### config.mk
export PLATFORM = sky130hd
export DESIGN_NAME = processor_trace_buffer
export DESIGN_NICKNAME = d
export VERILOG_FILES = /design/src/rtl/processor_trace_buffer.sv
export SDC_FILE = /design/constraint.sdc
export NUM_CORES = 2
export LEC_CHECK = 0
export ABC_AREA = 1
export BUFFER_PORTS_ARGS = -buffer_cell sky130_fd_sc_hd__buf_2
export CELL_PAD_IN_SITES_DETAIL_PLACEMENT = 1
export CELL_PAD_IN_SITES_GLOBAL_PLACEMENT = 1
export CORE_MARGIN = 4
export CORE_UTILIZATION = 40
export CTS_CLUSTER_SIZE = 16
export DETAILED_ROUTE_END_ITERATION = 6
export GPL_ROUTABILITY_DRIVEN = 0
export GPL_TIMING_DRIVEN = 0
export PLACE_DENSITY_LB_ADDON = 0.1
export SLEW_MARGIN = 10
export SYNTH_ARGS = -nofsm -noshare
export SYNTH_HDL_FRONTEND = slang
export SYNTH_SLANG_ARGS = --single-unit
export TNS_END_PERCENT = 1
### constraint.sdc
create_clock -name Clk -period 7.3 [get_ports Clk]
set_input_delay 0.365 -clock Clk [delete_from_list [all_inputs] [get_ports Clk]]
set_output_delay 0.365 -clock Clk [all_outputs]
set_load 0.05 [all_outputs]
### src/rtl/processor_trace_buffer.sv
// processor_trace_buffer: cycle-stamped FIFO capture of ALU/MEM results with valid/ready drain.
module processor_trace_buffer #(
  parameter int DATA_W  = 32,
  parameter int DEPTH   = 16,
  parameter int ADDR_W  = 4,
  parameter int STAMP_W = 16
) (
  input  logic                          Clk,
  input  logic                          Reset,
  input  logic                          Capture_En,
  input  logic                          Capture_Mode,
  input  logic [DATA_W-1:0]             ALU_Out,
  input  logic [DATA_W-1:0]             MEM_Out,
  output logic                          Out_Valid,
  input  logic                          Out_Ready,
  output logic [2*DATA_W+STAMP_W-1:0]   Out_Data,
  output logic [ADDR_W:0]               Count,
  output logic                          Full,
  output logic                          Empty,
  output logic                          Overflow,
  output logic [7:0]                    Drop_Cnt,
  input  logic                          Clear_Ovf
);
  localparam int EW = 2*DATA_W+STAMP_W;
  logic [EW-1:0]         mem_q [DEPTH];
  logic [ADDR_W-1:0]     wr_q, rd_q;
  logic [ADDR_W:0]       cnt_q, cnt_d;
  logic [STAMP_W-1:0]    stamp_q;
  logic [2*DATA_W-1:0]   last_q, cur;
  logic                  first_q, ovf_q, ovf_d;
  logic [7:0]            drop_q, drop_d;
  logic                  cap, pop, push, drop;
  always_comb begin
    cur    = {MEM_Out, ALU_Out};
    Full   = cnt_q == (ADDR_W+1)'(DEPTH);
    Empty  = cnt_q == '0;
    pop    = !Empty & Out_Ready;
    cap    = Capture_En & (!Capture_Mode | !first_q | (cur != last_q));
    push   = cap & (!Full | pop);
    drop   = cap & Full & !pop;
    cnt_d  = (push & !pop) ? cnt_q + 1'b1 : (pop & !push) ? cnt_q - 1'b1 : cnt_q;
    // Clear takes priority over a same-cycle drop.
    ovf_d  = Clear_Ovf ? 1'b0 : ovf_q | drop;
    drop_d = Clear_Ovf ? 8'd0 : (drop && drop_q != 8'hFF) ? drop_q + 8'd1 : drop_q;
  end
  always_ff @(posedge Clk or negedge Reset) begin
    if (!Reset) begin
      wr_q    <= '0;
      rd_q    <= '0;
      cnt_q   <= '0;
      stamp_q <= '0;
      last_q  <= '0;
      first_q <= 1'b0;
      ovf_q   <= 1'b0;
      drop_q  <= '0;
    end else begin
      stamp_q <= stamp_q + 1'b1;
      cnt_q   <= cnt_d;
      ovf_q   <= ovf_d;
      drop_q  <= drop_d;
      if (pop) rd_q <= rd_q + 1'b1;
      if (push) begin
        wr_q    <= wr_q + 1'b1;
        last_q  <= cur;
        first_q <= 1'b1;
      end
    end
  end
  // Storage needs no reset: reads are masked by Empty.
  always_ff @(posedge Clk) if (push) mem_q[wr_q] <= {stamp_q, cur};
  assign Out_Valid = !Empty;
  assign Out_Data  = Empty ? '0 : mem_q[rd_q];
  assign Count     = cnt_q;
  assign Overflow  = ovf_q;
  assign Drop_Cnt  = drop_q;
endmodule

==> impl_metrics.ini <==
[setup_path]
timing.critical_path.fanout_max = 10
slowest_delay_ns = 0.98
cp_common_cell = clkbuf_1
path_cells = clkbuf_1, inv_2, clkbuf_1, o211ai_1, a21oi_1, buf_2
cp.arrival_ns = 4.61
critPathCaptureType = primary output
worstSetupStartpointType = flip-flop
rr_worst_depth = 20
crit_slowest_cell = clkbuf_1
cp.depth = 6
cp.buffers_inverters = 4
cp_data_required_time_ns = 6.93
path_class = flip-flop to primary output
cp_top_family = buffers and inverters

[synth]
synth_seq_area_share = 0.751
syn_nets = 4197
synthArstFlopShare = 0.0745
ys.warnings.count = 0
ys_seq_elements = 1383
synth_edf_count = 1280
netlist_area_sq_um = 54600
synth_cells = 4115
avgSynthCellArea_sq_um = 13.3
ys.flop_type = edfxtp_1
synthDistinctLibCells = 34

[route]
vias_per_cell = 5.87
ant_nets = 0
num_vias = 38100
routedWlPerCell_um = 30.7
drc_errors = 0
dr.pass1.iters = 5
drtIter0Drc = 3888
drt-total-wl_um = 199000

[clock_tree]
ctsRootBufferMaster = clkbuf_16
clk_latency_ns = 0.80
path_clk_slew_ns = 0.06
cts_made_buffers = 150
cts_tree = yes
post_cts_buffers = 0
clk_path_buf_depth = 3
cts_sinks = 1383
htree_levels = 4

[power]
switchingPower_mw = 12.4
swShare = 0.434
p_int_mw = 16.2
combinationalPowerShare = 0.405
pwr-share-seq = 0.334
finalPower_mw = 28.7
leakagePower_nw = 21.8
powerDensity_nw_per_um2 = 441
p_clk_frac = 0.261
irDropWorstVdd_mv = 0.343

[finish]
area_growth_pct = 19.1
layout_common_cells = edfxtp_1, nor2_1, o21ai_0
utilization = 0.480
layout-drive-gt1-share = 0.120
layout.nets = 4658
final_common_cell = edfxtp_1
fillers = 13700
register_area_sq_um = 41000
multi_input_area_sq_um = 12200
final_area_sq_um = 65100

[timing]
setup_ws_ns = 2.33
fin_setup_tns_ns = 0
worstMarginPinSlew_ns = 1.34
setup-violations-final = 0
post-route-min-period_ns = 4.97
max_freq_mhz = 201
worst_slew_margin_rel = 0.106
rsz0062_at_grt = no
fin_crit_sh = 0.681
maxSlewViolCount = 0
fin_skew_ns = 0.0337
hold_viol = 0

[placement]
hpwlAfterDp_um = 131000
pre_cts_slack_ns = 2.39
postPlaceCellArea_sq_um = 59600
portBuffers = 165

[die]
start_util = 0.403
die_h_um = 378
io_pins = 167
coreArea_sq_um = 136000
die_x_um = 378
rows = 135
die_area_sq_um = 143000

[grt]
overflow = 0
grt_use_total = 0.278
grt_max_degree = 67
grt_pass1_vias = 39000
antenna_found_initial = 14
grt_pass1_wl_um = 283000

[run_status]
outcome = finished, final reports clean

[min_path]
hold_path.class = primary input to async pin

[flow_run]
drv_cap = 0
## cell families after synthesis
| logic type | count (synthesis) | share of synthesized area |
|---|---|---|
| flip-flops | 1383 | 0.751 |
| AO/OA/AOI/OAI | 1205 | 0.132 |
| AND/OR/NAND/NOR | 1078 | 0.0773 |
| buffers and inverters | 389 | 0.0289 |
| XOR/XNOR | 48 | 0.00769 |
| adder cells (fa/ha/maj) | 12 | 0.00289 |
## Yosys cell counts, drive strengths merged (85+ instances only)
cell	n	area, sq um
a21oi	85	425
clkbuf	219	822
dfrtp	103	2580
edfxtp	1280	38400
inv	99	372
nand2	270	1020
nand3	89	458
nor2	707	2660
o211ai	99	743
o21ai	698	3490
o221ai	221	1940
o22ai	99	619
## per-layer routing
metal,part of all wire,track usage,vias up
met5,0.000040,0,-
met4,0.029,0.0916,2
li1,-,-,16400
met3,0.068,0.0456,301
met1,0.43,0.379,20000
met2,0.48,0.454,1455
## path summary, 6_finish.rpt
kind / from / to / slack, ns
worst max-delay path: rd_q[3] / Out_Data[69] / 2.33
worst min-delay path: Reset / last_q[19] / 0.05
worst max register to register: last_q[1] / Count[4] / 2.83
worst min register to register: first_q / first_q / 0.50
max in group asynchronous: Reset / stamp_q[1] / 6.46
min in group Clk: MEM_Out[30] / mem_q[10][62] / 0.07
## layout make-up
cell class / instances / area share
clock buffers: 194 / 0.0640
inverters: 100 / 0.00577
clock inverters: 83 / 0.00939
diodes: 6 / 0.000231
repair buffers: 309 / 0.0504
plain buffers: 289 / 0.0186
well taps: 1781 / 0.0343
flip-flops and latches: 1383 / 0.630
multi-input cells: 2343 / 0.187
## registers in the layout, summed over array words and instances, names as in the netlist
| register | cells |
|---|---|
| Count | 5 |
| Drop_Cnt | 8 |
| Overflow | 1 |
| first_q | 1 |
| last_q | 64 |
| mem_q | 1280 |
| rd_q | 4 |
| stamp_q | 16 |
| wr_q | 4 |
## power by group through the flow
stage          Sequential, mW  Combinational, mW  Clock [mW]
3_5_place_dp             9.75               11.6           0
2_1_floorplan            9.85               6.40           0
6_report                 9.59               11.6        7.48
4_1_cts                  9.59               11.6        7.59
3_3_place_gp             9.95               11.1           0
5_1_grt                  9.64               12.3        7.89
## stage by stage
step	cells	hold slack, ns
4_1_cts	6482	0.0161
3_3_place_gp	6061	0.454
2_1_floorplan	4115	0.0694
5_1_grt	6482	0.0571
3_5_place_dp	6138	0.331
6_report	6488	0.0544
## what timing repair did
item	4_1_cts	5_1_grt
hold endpoints to repair	1061	0
gates resized for setup	0	0
hold buffers	67	0
(Power assumes the default switching activity.)
